--- src/rtl/aes_pkg.sv ---
// aes_pkg: shared constants and FSM encoding for the AES job scheduler
//   AES_LEN_W      - width of a job length in 32-bit words
//   AES_START_*    - start codes presented to the AES core
//   AES_DONE_ALL   - core_done value that marks a finished job
//   state_t        - scheduler FSM states
package aes_pkg;
    localparam int AES_LEN_W = 9;
    localparam logic [1:0] AES_START_IDLE = 2'd0;
    localparam logic [1:0] AES_START_ENC  = 2'd1;
    localparam logic [1:0] AES_START_DEC  = 2'd2;
    localparam logic [2:0] AES_DONE_ALL   = 3'b111;
    typedef enum logic [2:0] {
        ST_IDLE   = 3'd0,
        ST_CLEAR  = 3'd1,
        ST_LAUNCH = 3'd2,
        ST_RUN    = 3'd3,
        ST_RESP   = 3'd4
    } state_t;
endpackage

--- src/rtl/aes_job_scheduler_rr_arbiter2.sv ---
// rr_arbiter2: combinational two-way round-robin pick
//   valid [1:0] in  - requests
//   ptr         in  - favoured requester when both request
//   grant [1:0] out - one-hot winner (zero when no request)
//   any         out - at least one request present
module rr_arbiter2 (
    input  logic [1:0] valid,
    input  logic       ptr,
    output logic [1:0] grant,
    output logic       any
);
    assign any   = |valid;
    assign grant = (&valid) ? (ptr ? 2'b10 : 2'b01) : valid;
endmodule

--- src/rtl/aes_job_scheduler.sv ---
// aes_job_scheduler: two-requester round-robin job scheduler for the AES-256 core
//   clk, reset        in  - clock, asynchronous active-high reset
//   req_valid [1:0]   in  - per-requester job request, held until req_ready
//   req_mode  [1:0]   in  - per-requester mode: 0=encrypt, 1=decrypt
//   req_len   [17:0]  in  - per-requester length, [8:0]=req0, [17:9]=req1
//   req_ready [1:0]   out - one-cycle accept pulse
//   resp_valid [1:0]  out - one-cycle completion pulse to the owner
//   resp_err          out - qualifies resp_valid: rejected or timed out
//   busy              out - accept cycle through response cycle
//   job_count [15:0]  out - successfully completed jobs (wrapping)
//   core_rst_n        out - active-low reset to the core
//   core_start [1:0]  out - core start code
//   core_length [8:0] out - job length presented to the core
//   core_done [2:0]   in  - core status, 3'b111 = finished
module aes_job_scheduler
    import aes_pkg::*;
#(
    parameter int                   N_REQ          = 2,
    parameter logic [AES_LEN_W-1:0] MAX_LEN        = 9'd256,
    parameter int                   CLR_CYCLES     = 2,
    parameter int                   TIMEOUT_CYCLES = 4096
) (
    input  logic                       clk,
    input  logic                       reset,
    input  logic [N_REQ-1:0]           req_valid,
    input  logic [N_REQ-1:0]           req_mode,
    input  logic [N_REQ*AES_LEN_W-1:0] req_len,
    output logic [N_REQ-1:0]           req_ready,
    output logic [N_REQ-1:0]           resp_valid,
    output logic                       resp_err,
    output logic                       busy,
    output logic [15:0]                job_count,
    output logic                       core_rst_n,
    output logic [1:0]                 core_start,
    output logic [AES_LEN_W-1:0]       core_length,
    input  logic [2:0]                 core_done
);
    localparam int WD_W  = $clog2(TIMEOUT_CYCLES) + 1;
    localparam int CLR_W = $clog2(CLR_CYCLES + 1);

    state_t               state, state_nx;
    logic [1:0]           grant;
    logic                 any, accept, win, win_bad;
    logic [AES_LEN_W-1:0] win_len, len;
    logic                 owner, mode, err, rr_ptr;
    logic [WD_W-1:0]      wd;
    logic [CLR_W-1:0]     clr_cnt;
    logic                 wd_expired, done_seen;

    rr_arbiter2 u_arb (
        .valid (req_valid),
        .ptr   (rr_ptr),
        .grant (grant),
        .any   (any)
    );

    // IDLE-time outputs are combinational on req_valid, so gate them with the
    // asynchronous reset to keep req_ready/busy low while reset is held.
    assign accept     = any & ~reset;
    assign win        = grant[1];
    assign win_len    = win ? req_len[AES_LEN_W +: AES_LEN_W] : req_len[AES_LEN_W-1:0];
    assign win_bad    = (win_len == '0) || (win_len > MAX_LEN);
    assign wd_expired = wd == WD_W'(TIMEOUT_CYCLES - 1);
    assign done_seen  = core_done == AES_DONE_ALL;

    always_ff @(posedge clk or posedge reset) begin
        if (reset) begin
            state     <= ST_IDLE;
            owner     <= 1'b0;
            mode      <= 1'b0;
            len       <= '0;
            err       <= 1'b0;
            rr_ptr    <= 1'b0;
            wd        <= '0;
            clr_cnt   <= '0;
            job_count <= '0;
        end else begin
            state   <= state_nx;
            clr_cnt <= (state == ST_CLEAR) ? clr_cnt + 1'b1 : '0;
            wd      <= (state == ST_RUN) ? wd + 1'b1 : '0;
            if (state == ST_IDLE && accept) begin
                owner <= win;
                mode  <= req_mode[win];
                len   <= win_len;
                err   <= win_bad;
            end
            // Only the value on the RUN->RESP edge matters: a finished core
            // wins over the watchdog, so err reflects "done not seen".
            if (state == ST_RUN)
                err <= ~done_seen;
            if (state == ST_RESP) begin
                rr_ptr <= ~owner;
                if (!err)
                    job_count <= job_count + 16'd1;
            end
        end
    end

    always_comb begin
        state_nx    = state;
        req_ready   = '0;
        resp_valid  = '0;
        resp_err    = 1'b0;
        busy        = 1'b1;
        core_rst_n  = 1'b0;
        core_start  = AES_START_IDLE;
        core_length = '0;
        case (state)
            ST_IDLE: begin
                busy      = accept;
                req_ready = accept ? grant : '0;
                if (accept)
                    state_nx = win_bad ? ST_RESP : ST_CLEAR;
            end
            ST_CLEAR: begin
                core_length = len;
                if (clr_cnt == CLR_W'(CLR_CYCLES - 1))
                    state_nx = ST_LAUNCH;
            end
            ST_LAUNCH: begin
                core_length = len;
                core_rst_n  = 1'b1;
                core_start  = mode ? AES_START_DEC : AES_START_ENC;
                state_nx    = ST_RUN;
            end
            ST_RUN: begin
                core_length = len;
                core_rst_n  = 1'b1;
                core_start  = mode ? AES_START_DEC : AES_START_ENC;
                if (done_seen || wd_expired)
                    state_nx = ST_RESP;
            end
            ST_RESP: begin
                resp_valid[owner] = 1'b1;
                resp_err          = err;
                state_nx          = ST_IDLE;
            end
            default: state_nx = ST_IDLE;
        endcase
    end
endmodule

--- config.mk ---
export PLATFORM = sky130hd
export DESIGN_NAME = aes_job_scheduler
export DESIGN_NICKNAME = d
export VERILOG_FILES = /design/src/rtl/aes_pkg.sv /design/src/rtl/aes_job_scheduler_rr_arbiter2.sv /design/src/rtl/aes_job_scheduler.sv
export SDC_FILE = /design/constraint.sdc
export NUM_CORES = 1
export LEC_CHECK = 0
export ABC_AREA = 1
export CAP_MARGIN = 20
export CORE_ASPECT_RATIO = 1.1
export CORE_UTILIZATION = 49
export DETAILED_ROUTE_END_ITERATION = 8
export GPL_TIMING_DRIVEN = 0
export PLACE_DENSITY = 0.79
export SLEW_MARGIN = 20
export SYNTH_ARGS = -nofsm -noshare
export SYNTH_HDL_FRONTEND = slang
export SYNTH_SLANG_ARGS = --single-unit
export TNS_END_PERCENT = 30
--- constraint.sdc ---
create_clock -name clk -period 4.6 [get_ports clk]
set_input_delay 1.15 -clock clk [delete_from_list [all_inputs] [get_ports clk]]
set_output_delay 1.15 -clock clk [all_outputs]
set_load 0.01 [all_outputs]
# Word level (Yosys, flattened, before mapping)
# Cells that the tools add are included.
# totals
regBits	47
in_bits	27
output_inout_bits	34
# op_classes
addsub	3
order_cmp	4
eq_ne	10
n_mux	25
bitwise	5
n_reduce_logical	13
# op_table
operator	n
9-bit two-way mux	2
16-bit by 1-bit adder with 16-bit output, second input constant	1
2-bit two-way mux	8
13-bit by 1-bit adder with 13-bit output, second input constant	1
13-bit by 12-bit equality test with 1-bit output, second input constant	1
13-bit two-way mux	1
3-bit two-way mux	4
3-bit case mux with 4 select lines	1
9-bit > comparator, second input constant	1
9-bit logical NOT	1
1-bit two-way mux	8
3-bit by 2-bit equality test with 1-bit output, second input constant	2
3-bit equality test, second input constant	2
1-bit by 2-bit < comparator with 1-bit output, second input constant	2
2-bit by 1-bit != test with 1-bit output, second input constant	2
1-bit NOT	4
2-bit AND reduction	2
2-bit OR reduction	2
3-bit by 1-bit equality test with 1-bit output, second input constant	1
3-bit logical NOT	1
3-bit AND reduction	1
3-bit OR reduction	1
2-bit by 1-bit adder with 2-bit output, second input constant	1
2-bit by 1-bit equality test with 1-bit output, second input constant	1
other kinds (7)	9

# Longest topological paths before layout
# Gate-level depths: netlist of run 1.
# depth
depth_word	8
depth_mapped	12
depth_no_buf	11

# Hierarchy
# A second synthesis of run 1 with hierarchy kept.
# hier_totals
hier_cells	346
hier_area_um2	2596.2
# by_module_without_submodules
mod	n_inst	cells_per_inst	area_each_um2	seq_area_each_um2
aes_job_scheduler	1	340	2568.7	1176.1
rr_arbiter2	1	6	27.5	0.0

# Least setup slack after synthesis of run 1
# OpenSTA, ideal clock, no wires.
# synth_path
path_kind	input -> output
from	in reset
to	out req_ready[0]
arrival_time_ps	2957
required_ps	3450
slack_ps	493
path_stages	5
path_buffers	0
cell_sequence	inv_1 o21ai_1 nor2_2 inv_2 nor2_1
# synth_via
elab_chain_len	4
# synth_lines
item	line	rtl
start: declaration	aes_job_scheduler.sv:24	input logic reset,
1-bit NOT	aes_job_scheduler.sv:59	assign accept = any & ~reset;
1-bit bitwise AND	aes_job_scheduler.sv:59	
2-bit two-way mux	aes_job_scheduler.sv:111	req_ready = accept ? grant : '0;
2-bit two-way mux	aes_job_scheduler.sv:108	case (state)
end: declaration	aes_job_scheduler.sv:28	output logic [N_REQ-1:0] req_ready,
# Every way passes these cells.

# Worst setup path after layout of run 1
# Ends and elaborated chain as after synthesis.

==> metrics.md, run 1 <==
| Metric | Value |
|---|---|
| Status | `complete, no violations` |
| Max stage delay on crit path | `roughly 0.56 ns` |
| Die H | `77.0 µm` |
| TritonRoute pass-1 iters | `4` |
| Clock Path Buffers | `2` |
| Cts bufs inserted | `5` |
| Hold Vio Cnt, Final | `0` |
| Layout Nets | `407` |
| Total track usage | `21.0%` |
| CTS tree | `yes` |
| Grt ovf | `0` |
| CP endpoint kind | `primary output` |
| H-Tree Depth | `2` |
| I/O pins | `61` |
| RR Endpoint | `wd[10]` |
| Clock transition at path regs | `roughly 0.090 ns` |
| Max Slew Vio Count | `0` |
| Synth Warn # | `0` |
| First-pass GRT wire length | `around 9.1 mm` |
| WP depth | `8` |
| Synthesized instance count | `310` |
| Synth top area share | `47.0%` |
| Dominant cells by area after synthesis | `dfrtp_1, nand2_1, inv_1` |
| Die area | `5400 µm²` |
| RSZ-0062 raised after global routing | `false` |
| Initial Util | `52.3%` |
| Post-Syn Area | `2500 µm²` |
| PwrDens | `447 nW/µm²` |
| Yosys reg bits | `47` |
| IO buf count | `59` |
| Mapped Avg Cell Area | `8.07 µm²` |
| Max-Slew Margin vs Limit | `around three quarters` |
| Pre-CTS setup slack | `-0.0221 ns` |
| Share of post-route cells with drive strength above 1 | `12.7%` |
| Hpwl dp | `4.05 mm` |
| Clock Skews | `0.00750 ns` |
| First-iteration detailed-routing DRC count | `83` |
| EDFF count, synth | `0` |
| Critical path buffer and inverter count | `5` |
| Setup Buffers After CTS | `0` |
| Worst-path maximum fanout | `28` |
| DR WL/cell | `12.1 µm` |
| Crit path cell chain | `clkdlybuf4s50_1 > inv_6 > buf_12 > o21ai_1 > nor2_4 > inv_2 > nor2_1 > clkdlybuf4s50_1` |
| Period minus WS final | `4.36 ns` |
| GP Congestion | `0.752` |
| Via density | `4.94` |
| Top Family by Delay on Critical Path | `buffers and inverters` |
| Worst Path Arrival | `3.21 ns` |
| R2r startpoint | `wd[0]` |
| Die Span X | `70.1 µm` |
| Register-to-register setup slack | `2.92 ns` |
| Final setup viols | `0` |
| Hold path depth | `1` |
| Antenna violations before repair | `0` |
| Syn Nets | `340` |
| Synth area leader | `dfrtp_1` |
| Area Overhead vs Synth | `32.1%` |
| CP startpoint kind | `input pin` |
| Slew @ Worst Pin | `0.394 ns` |
| Final antenna diode count | `0` |
| Core area | `~4800 µm²` |
| Largest net degree at the start of global routing | `29` |
| Post-route ant nets | `0` |
| Crit path launch | `reset` |
| Max cap viols | `0` |
| DR DRC count | `0` |
| Prevailing post-synth register cell | `dfrtp_1` |
| Seq/Total Area, Yosys | `between 40% and 50%` |
| Fraction of registers with async set/reset | `100%` |
| Post-synth cell types | `27` |
| # rows | `26` |
| Worst Setup EP | `req_ready[0]` |
| Synth top cells by count | `nand2_1, dfrtp_1, inv_1` |
| Vias in the first global route | `a little over 2k` |
| Worst skew pair latency | `0.31 ns` |
| WP data required | `3.45 ns` |
| Hold Path Class | `flip-flop to flip-flop` |
| Post-route clock period utilization | `a little over nine tenths` |
| Critical path class | `input pin to primary output` |
| Top-count cell post-synth | `nand2_1` |
| Via count | `around 2.1k` |
| FF-to-FF path depth | `10` |
| Fmax | `229 MHz` |
| Post-Route Utilization | `69.1%` |
| Most common cell on crit path | `clkdlybuf4s50_1` |
| Clock Sink Count | `47` |
| Leakage | `0.00156 µW` |
| Routed Wire Length | `roughly 5.2 mm` |
| Crit-path slowest cell | `clkdlybuf4s50_1` |
| Final Worst Setup Slack | `0.236 ns` |
| Peak supply drop | `approximately 250 µV` |
| Clock Tree Root | `clkbuf_8` |
==> layout by cell type, fill, tap and decap left out, types with 2 or more instances in the layout <==
cell,count
nand2_1,63
nand4_1,4
clkdlybuf4s50_1,59
a21oi_1,10
a31oi_1,2
dfrtp_1,47
ha_1,3
nor2_4,4
inv_1,40
nor2_2,8
buf_2,3
nand3_1,17
nand3b_1,7
nor2_1,39
nor3_1,3
inv_2,11
o21ai_0,4
o21ai_1,13
clkbuf_8,5
xor2_1,8
xnor2_1,9
nand2_2,7
==> logic make-up (layout without fill, tap and decap cells) <==
logic type / count (synthesis) / in the layout / synth area share [%]
compound gates: 31 / 31 / 6.50
buf+inv: 56 / 124 / 8.85
simple gates: 156 / 156 / 30.2
xor+xnor: 17 / 17 / 5.95
flops: 47 / 47 / 47.0
fa+ha+maj: 3 / 3 / 1.50
==> worst reg2reg max path, cell delays in order, from the launching register on <==
cell and delay (ns):
dfrtp_1 0.38, ha_1 0.19, nand2_1 0.07, nor2_1 0.15
inv_2 0.06, nor2_2 0.10, nand3_1 0.11, nor2_2 0.17
nand3_1 0.11, xor2_1 0.17, nor2_1 0.06
==> where the power goes <==
group          switching (µW)  total, µW  internal, µW
Combinational             339        607           268
Sequential               62.1        564           502
Clock                     146        307           162
==> how the worst min path moves through the flow <==
stage / to / slack, ns / from
2_1_floorplan: clr_cnt[0] / 0.41 / clr_cnt[0]
3_3_place_gp: clr_cnt[0] / 0.42 / clr_cnt[0]
3_5_place_dp: clr_cnt[0] / 0.42 / clr_cnt[0]
4_1_cts: clr_cnt[0] / 0.44 / clr_cnt[0]
5_1_grt: clr_cnt[0] / 0.45 / clr_cnt[0]
6_report: clr_cnt[0] / 0.44 / clr_cnt[0]
==> routing by layer <==
metal	track usage (%)	share of wire, %
met1	26.5	45
met2	36.1	51
met3	3.29	3.1
met4	8.20	1.6
met5	0	0
==> sequential cells by signal, indices dropped and copies added, names as in the netlist <==
| register | count |
|---|---|
| err | 1 |
| wd | 13 |
| len | 9 |
| clr_cnt | 2 |
| owner | 1 |
| state | 3 |
| rr_ptr | 1 |
| job_count | 16 |
| mode | 1 |
==> per-stage QoR <==
| stage | cells | TNS [ns] | area, µm² | hold slack [ns] | total power [µW] |
|---|---|---|---|---|---|
| 3_3_place_gp | 425 | -2.33 | 3160 | 0.424 | 1150 |
| 3_5_place_dp | 426 | -0.0221 | 3180 | 0.424 | 1180 |
| 6_report | 434 | 0 | 3310 | 0.441 | 1480 |
| 5_1_grt | 434 | 0 | 3310 | 0.448 | 1580 |
| 4_1_cts | 434 | 0 | 3300 | 0.445 | 1490 |
| 2_1_floorplan | 310 | 0 | 2500 | 0.410 | 915 |
==> final cells by class <==
cell class / instances / area, µm²
buffer: 4 / 26.3
clock buffer: 5 / 68.8
clock inverter: 3 / 43.8
fill: 414 / 1480
inverter: 52 / 200
multi-input combinational: 207 / 1110
sequential: 47 / 1180
tap: 56 / 70.1
timing repair buffer: 60 / 611
==> repair_timing <==
item,in CTS,in global routing
cloned,0,0
endpoints found under the setup margin,1,1
gates resized for setup,1,2
endpoints found under the hold margin,0,0
hold buffers,0,0
Power figures use the tool's default switching activity.
==> run 2, diff against run 1 <==
--- a/config.mk
+++ b/config.mk
@@ -12,8 +12,9 @@
 export DETAILED_ROUTE_END_ITERATION = 8
 export GPL_TIMING_DRIVEN = 0
 export PLACE_DENSITY = 0.79
+export SKIP_LAST_GASP = 1
 export SLEW_MARGIN = 20
 export SYNTH_ARGS = -nofsm -noshare
 export SYNTH_HDL_FRONTEND = slang
 export SYNTH_SLANG_ARGS = --single-unit
-export TNS_END_PERCENT = 30
+export TNS_END_PERCENT = 10
==> constraint.sdc (replaced) <==
create_clock -name clk -period 4.6 [get_ports clk]
set_input_delay 1.38 -clock clk [delete_from_list [all_inputs] [get_ports clk]]
set_output_delay 1.38 -clock clk [all_outputs]
set_load 0.01 [all_outputs]
==> metrics.md, run 2 (same netlist as run 1, synthesis figures left out) <==
| Metric | Value |
|---|---|
| Clock Sink Count | `47 (unchanged)` |
| CP startpoint kind | `input pin` |
| Die Span X | `70.1 µm (unchanged)` |
| PwrDens | `440 nW/µm² (-1.6%)` |
| DR DRC count | `0 (unchanged)` |
| Via density | `4.90 (-0.81%)` |
| Grt ovf | `0 (unchanged)` |
| R2r startpoint | `wd[0]` |
| Vias in the first global route | `2081 (+0.73%)` |
| Cts bufs inserted | `5 (unchanged)` |
| CP endpoint kind | `primary output` |
| Initial Util | `52.3% (unchanged)` |
| Max-Slew Margin vs Limit | `73.8% (+0.14 points)` |
| Filler instances | `399 (-3.6%)` |
| Post-route clock period utilization | `96.2% (+1.3 points)` |
| Biggest register | `job_count` |
| Worst-path maximum fanout | `14 (-50%)` |
| I/O pins | `61 (unchanged)` |
| Non-filler cells, final | `441 (+1.6%)` |
| Post-route ant nets | `0 (unchanged)` |
| Leakage | `0.00164 µW (+4.9%)` |
| RSZ-0062 raised after global routing | `false` |
| Die area | `5400 µm² (unchanged)` |
| First-iteration detailed-routing DRC count | `91 (+9.6%)` |
| Post-Route Utilization | `70.8% (+1.7 points)` |
| Routed Wire Length | `5.42 mm (+3.4%)` |
| # rows | `26 (unchanged)` |
| Core area | `4780 µm² (unchanged)` |
| TritonRoute pass-1 iters | `4 (unchanged)` |
| Antenna violations before repair | `0 (unchanged)` |
| Max reg flops | `16 (unchanged)` |
| Fmax | `226 MHz (-1.3%)` |
| Crit path launch | `reset` |
| WP data required | `3.22 ns (-0.23 ns)` |
| Multi-input gate area | `1100 µm² (-0.45%)` |
| Final antenna diode count | `0 (unchanged)` |
| H-Tree Depth | `2 (unchanged)` |
| Total track usage | `21.5% (+0.45 points)` |
| Most frequent cells in the layout | `nand2_1, clkdlybuf4s50_1, dfrtp_1` |
| Clock transition at path regs | `0.09 ns (about the same)` |
| Max Slew Vio Count | `0 (unchanged)` |
| FF-to-FF path depth | `10 (unchanged)` |
| GP Congestion | `0.752 (unchanged)` |
| Clock Tree Root | `clkbuf_8` |
| Critical path class | `input pin to primary output` |
| Register-to-register setup slack | `2.91 ns (about the same)` |
| Clock Path Buffers | `2 (unchanged)` |
| Worst skew pair latency | `0.31 ns (about the same)` |
| Hpwl dp | `4.05 mm (unchanged)` |
| Max cap viols | `0 (unchanged)` |
| Setup TNS | `0 ns (unchanged)` |
| Worst Path Arrival | `3.04 ns (-0.17 ns)` |
| Layout Nets | `414 (+1.7%)` |
| Area Overhead vs Synth | `35.4%` |
| Period minus WS final | `4.42 ns (+0.0596 ns)` |
| Dpl cells | `426 (unchanged)` |
| Share of post-route cells with drive strength above 1 | `14.3% (+1.6 points)` |
| CTS tree | `yes` |
| Slew @ Worst Pin | `0.392 ns (-0.00208 ns)` |
| Via count | `2162 (+0.79%)` |
| Worst Setup EP | `busy` |
| Largest net degree at the start of global routing | `29 (unchanged)` |
| First-pass GRT wire length | `9.22 mm (+1.6%)` |
| Status | `complete, no violations` |
| Commonest non-fill, non-tap cell in the layout | `nand2_1` |
| Hold Path Class | `flip-flop to flip-flop` |
| FF+latch area | `1180 µm² (unchanged)` |
| RR Endpoint | `wd[10]` |
| Placed cell area | `3180 µm² (unchanged)` |
| Peak supply drop | `257 µV (+1.5%)` |
| DR WL/cell | `12.3 µm (+1.8%)` |
| Hold Vio Cnt, Final | `0 (unchanged)` |
| Biggest regs | `job_count (16), wd (13), len (9)` |
| Die H | `77.0 µm (unchanged)` |
| Clock Skews | `0.00930 ns (+0.00180 ns)` |
| Hold slack final | `0.441 ns (-0.0000630 ns)` |
| Fin area | `3390 µm² (+2.5%)` |
| Final setup viols | `0 (unchanged)` |
| IO buf count | `59 (unchanged)` |
| CTS Hold Buffers Added | `0 (unchanged)` |
-- run 2: layer usage --
layer	routed length [µm]	GRT usage (%)	part of all wire [%]
met4	91	8.20	1.7
met5	0	0	0
met2	2710	36.7	50
met1	2460	27.3	45
met3	159	3.29	2.9
-- run 2: power by group --
part           switching (µW)  leakage, µW  internal, µW
clock                     144    0.0000581           162
combinational             341     0.000952           280
sequential               61.7     0.000625           502
total                     547      0.00164           945
-- run 2: critical path: stages --
cell,delay [ns]
clkdlybuf4s50_1,0.54
bufinv_8,0.22
buf_16,0.15
o21ai_1,0.12
nand2_1,0.13
clkdlybuf4s50_1,0.50
-- run 2: per-stage QoR --
step                      power (µW)  worst slack [ns]
after floorplan                  915            0.0329
after global placement          1150             -1.42
after detailed placement        1180            -0.482
after CTS                       1500            -0.151
after global routing            1590            0.0935
final                           1490             0.176
-- run 2: cell type report --
cell class                 instances  area share, %
sequential                        47           34.7
multi-input combinational        207           32.6
timing repair buffer              66           20.1
inverter                          52           6.17
tap                               56           2.07
clock buffer                       5           2.03
clock inverter                     3           1.29
buffer                             4          0.776
timing repair inverter             1          0.185
-- run 2: what timing repair did --
item / in CTS / in global routing
gates resized for setup: 5 / 1
buffers inserted: 4 / 1
setup endpoints to repair: 3 / 2
cloned: 1 / 1
pin swaps: 1 / 1
-- run 2: worst min path at each step --
stage / end / depth (start not counted) / startpoint
final: clr_cnt[0] / 1 / clr_cnt[0]
after global routing: clr_cnt[0] / 1 / clr_cnt[0]
after global placement: clr_cnt[0] / 1 / clr_cnt[0]
after floorplan: clr_cnt[0] / 1 / clr_cnt[0]
after CTS: clr_cnt[0] / 1 / clr_cnt[0]
after detailed placement: clr_cnt[0] / 1 / clr_cnt[0]
==> run 3, diff against run 2 <==
--- a/config.mk
+++ b/config.mk
@@ -8,6 +8,7 @@
 export ABC_AREA = 1
 export CAP_MARGIN = 20
 export CORE_ASPECT_RATIO = 1.1
+export CORE_MARGIN = 2
 export CORE_UTILIZATION = 49
 export DETAILED_ROUTE_END_ITERATION = 8
 export GPL_TIMING_DRIVEN = 0
@@ -17,4 +18,4 @@
 export SYNTH_ARGS = -nofsm -noshare
 export SYNTH_HDL_FRONTEND = slang
 export SYNTH_SLANG_ARGS = --single-unit
-export TNS_END_PERCENT = 10
+export TNS_END_PERCENT = 5
==> metrics.md, run 3 (same netlist as run 1, synthesis figures left out) <==
| Metric | Value |
|---|---|
| Clock power frac | `17.3% (-3.2 points)` |
| Hold Vio Cnt, Final | `0 (unchanged)` |
| Max-Slew Margin vs Limit | `72.9% (-0.89 points)` |
| Grt ovf | `0 (unchanged)` |
| Antenna violations before repair | `0 (unchanged)` |
| CP startpoint kind | `input pin` |
| First-pass GRT wire length | `9.05 mm (-1.8%)` |
| Post-route ant nets | `0 (unchanged)` |
| R2r startpoint | `wd[0]` |
| Largest net degree at the start of global routing | `33 (+14%)` |
| Overall Power | `1420 µW (-5.0%)` |
| Min-delay src | `clr_cnt[0]` |
| Area Overhead vs Synth | `33.4%` |
| Routed Wire Length | `5.24 mm (-3.3%)` |
| Fin area | `3340 µm² (-1.4%)` |
| Worst skew pair latency | `0.31 ns (about the same)` |
| Crit-path slowest cell | `clkdlybuf4s50_1` |
| Max Slew Vio Count | `0 (unchanged)` |
| Critical path buffer and inverter count | `6 (+2)` |
| Most frequent cells in the layout | `nand2_1, clkdlybuf4s50_1, dfrtp_1` |
| Net Sw Power | `531 µW (-2.9%)` |
| Via count | `2130 (-1.5%)` |
| Die Span X | `72.1 µm (+2.9%)` |
| Register-to-register setup slack | `2.87 ns (-0.04 ns)` |
| Filler instances | `408 (+2.3%)` |
| Vias in the first global route | `2061 (-0.96%)` |
| Die H | `79.0 µm (+2.6%)` |
| Via density | `4.83 (-1.5%)` |
| Period minus WS final | `4.35 ns (-0.0724 ns)` |
| First-iteration detailed-routing DRC count | `119 (+31%)` |
| Worst-path maximum fanout | `16 (+2)` |
| Cts bufs inserted | `5 (unchanged)` |
| Core area | `4970 µm² (+3.8%)` |
| Clock Path Buffers | `2 (unchanged)` |
| CTS Hold Buffers Added | `0 (unchanged)` |
| Hpwl dp | `3.91 mm (-3.5%)` |
| Share of post-route cells with drive strength above 1 | `13.6% (-0.71 points)` |
| WP depth | `9 (+3)` |
| Slew @ Worst Pin | `0.406 ns (+0.0133 ns)` |
| Top Family by Delay on Critical Path | `buffers and inverters` |
| Biggest regs | `job_count (16), wd (13), len (9)` |
| Biggest register | `job_count` |
| I/O pins | `61 (unchanged)` |
| TritonRoute pass-1 iters | `4 (unchanged)` |
| Worst Path Arrival | `2.97 ns (-0.07 ns)` |
| CTS tree | `yes` |
| Hold Path Class | `flip-flop to flip-flop` |
| DR DRC count | `0 (unchanged)` |
| Leakage | `0.00160 µW (-2.1%)` |
| Sequential Power Share | `39.6% (+1.8 points)` |
| Post-route clock period utilization | `94.6% (-1.6 points)` |
| Clock Tree Root | `clkbuf_8` |
| Sw frac | `37.5% (+0.83 points)` |
| # rows | `27 (+3.8%)` |
| RR Endpoint | `wd[10]` |
| WP data required | `3.22 ns (about the same)` |
| Max cap viols | `0 (unchanged)` |
| P_int | `885 µW (-6.3%)` |
| Max reg flops | `16 (unchanged)` |
| Comb power frac | `43.1% (+1.5 points)` |
| Status | `complete, no violations` |
| Clock Skews | `0.00614 ns (-0.00316 ns)` |
| PwrDens | `424 nW/µm² (-3.7%)` |
| GP Congestion | `0.780 (+3.8%)` |
| Setup TNS | `0 ns (unchanged)` |
| H-Tree Depth | `2 (unchanged)` |
| IO buf count | `59 (unchanged)` |
| Peak supply drop | `216 µV (-16%)` |
| Max stage delay on crit path | `0.54 ns (about the same)` |
| Fmax | `230 MHz (+1.7%)` |
| Initial Util | `50.4% (-1.9 points)` |
| Critical path class | `input pin to primary output` |
| Final setup viols | `0 (unchanged)` |
| Crit path cell chain | `clkdlybuf4s50_1 > inv_6 > buf_16 > o21ai_1 > nor2_2 > buf_4 > inv_2 > nor2_1 > dlygate4sd2_1` |
| Worst Setup EP | `req_ready[0]` |
| Clock transition at path regs | `0.09 ns (about the same)` |
| Die area | `5700 µm² (+5.5%)` |
| Clock Sink Count | `47 (unchanged)` |
| Final antenna diode count | `0 (unchanged)` |
| Commonest non-fill, non-tap cell in the layout | `nand2_1` |
| Crit path launch | `reset` |
| RSZ-0062 raised after global routing | `false` |
| Total track usage | `20.4% (-1.1 points)` |
| FF-to-FF path depth | `10 (unchanged)` |
| DR WL/cell | `11.9 µm (-3.3%)` |
| Layout Nets | `412 (-0.48%)` |
| CP endpoint kind | `primary output` |
| Placed cell area | `3190 µm² (about the same)` |
-- run 3: per-stage QoR --
stage / hold slack, ns / util, % / std cells / setup slack (ns)
4_1_cts: 0.444 / 66.5 / 439 / 0.0187
2_1_floorplan: 0.410 / - / 310 / 0.0329
3_5_place_dp: 0.432 / 64.1 / 428 / -0.434
3_3_place_gp: 0.421 / 63.7 / 427 / -1.45
5_1_grt: 0.462 / 67.2 / 441 / 0.137
6_report: 0.439 / 67.2 / 441 / 0.248
-- run 3: worst min-delay path by stage --
stage / end / slack, ns / cells after the start
floorplan: clr_cnt[0] / 0.41 / 1
global placement: clr_cnt[0] / 0.42 / 1
detailed placement: clr_cnt[0] / 0.43 / 1
CTS: clr_cnt[0] / 0.44 / 1
global route: clr_cnt[0] / 0.46 / 1
finish: clr_cnt[0] / 0.44 / 1
-- run 3: repair_timing --
action,CTS,global route
pin swaps,1,1
resized for setup,4,1
endpoints found under the setup margin,2,1
buffers inserted,3,1
gates cloned,0,1
-- run 3: final cells by class --
type                    instances  area (µm²)  area share (%)
multi-input cells             207        1100            33.1
plain buffers                   4        26.3           0.787
clock buffers                   6        72.6            2.17
repair buffers                 65         674            20.2
flip-flops and latches         47        1180            35.2
clock inverters                 2        12.5           0.375
well taps                      58        72.6            2.17
inverters                      52         200            5.99
-- run 3: per-layer routing --
layer | vias to the layer above | GRT usage (%) | part of all wire [%]
met3 | 7 | 5.71 | 5.0
met5 | - | 0 | 0
met1 | 974 | 25.2 | 45
met4 | 0 | 7.92 | 1.7
met2 | 47 | 33.5 | 49
li1 | 1102 | - | -
-- run 3: power by group through the flow --
stage	logic [µW]	clock network, µW	registers (µW)
floorplan	353	0	561
global placement	588	0	564
detailed placement	598	0	568
CTS	609	252	561
global route	682	266	575
finish	610	246	560
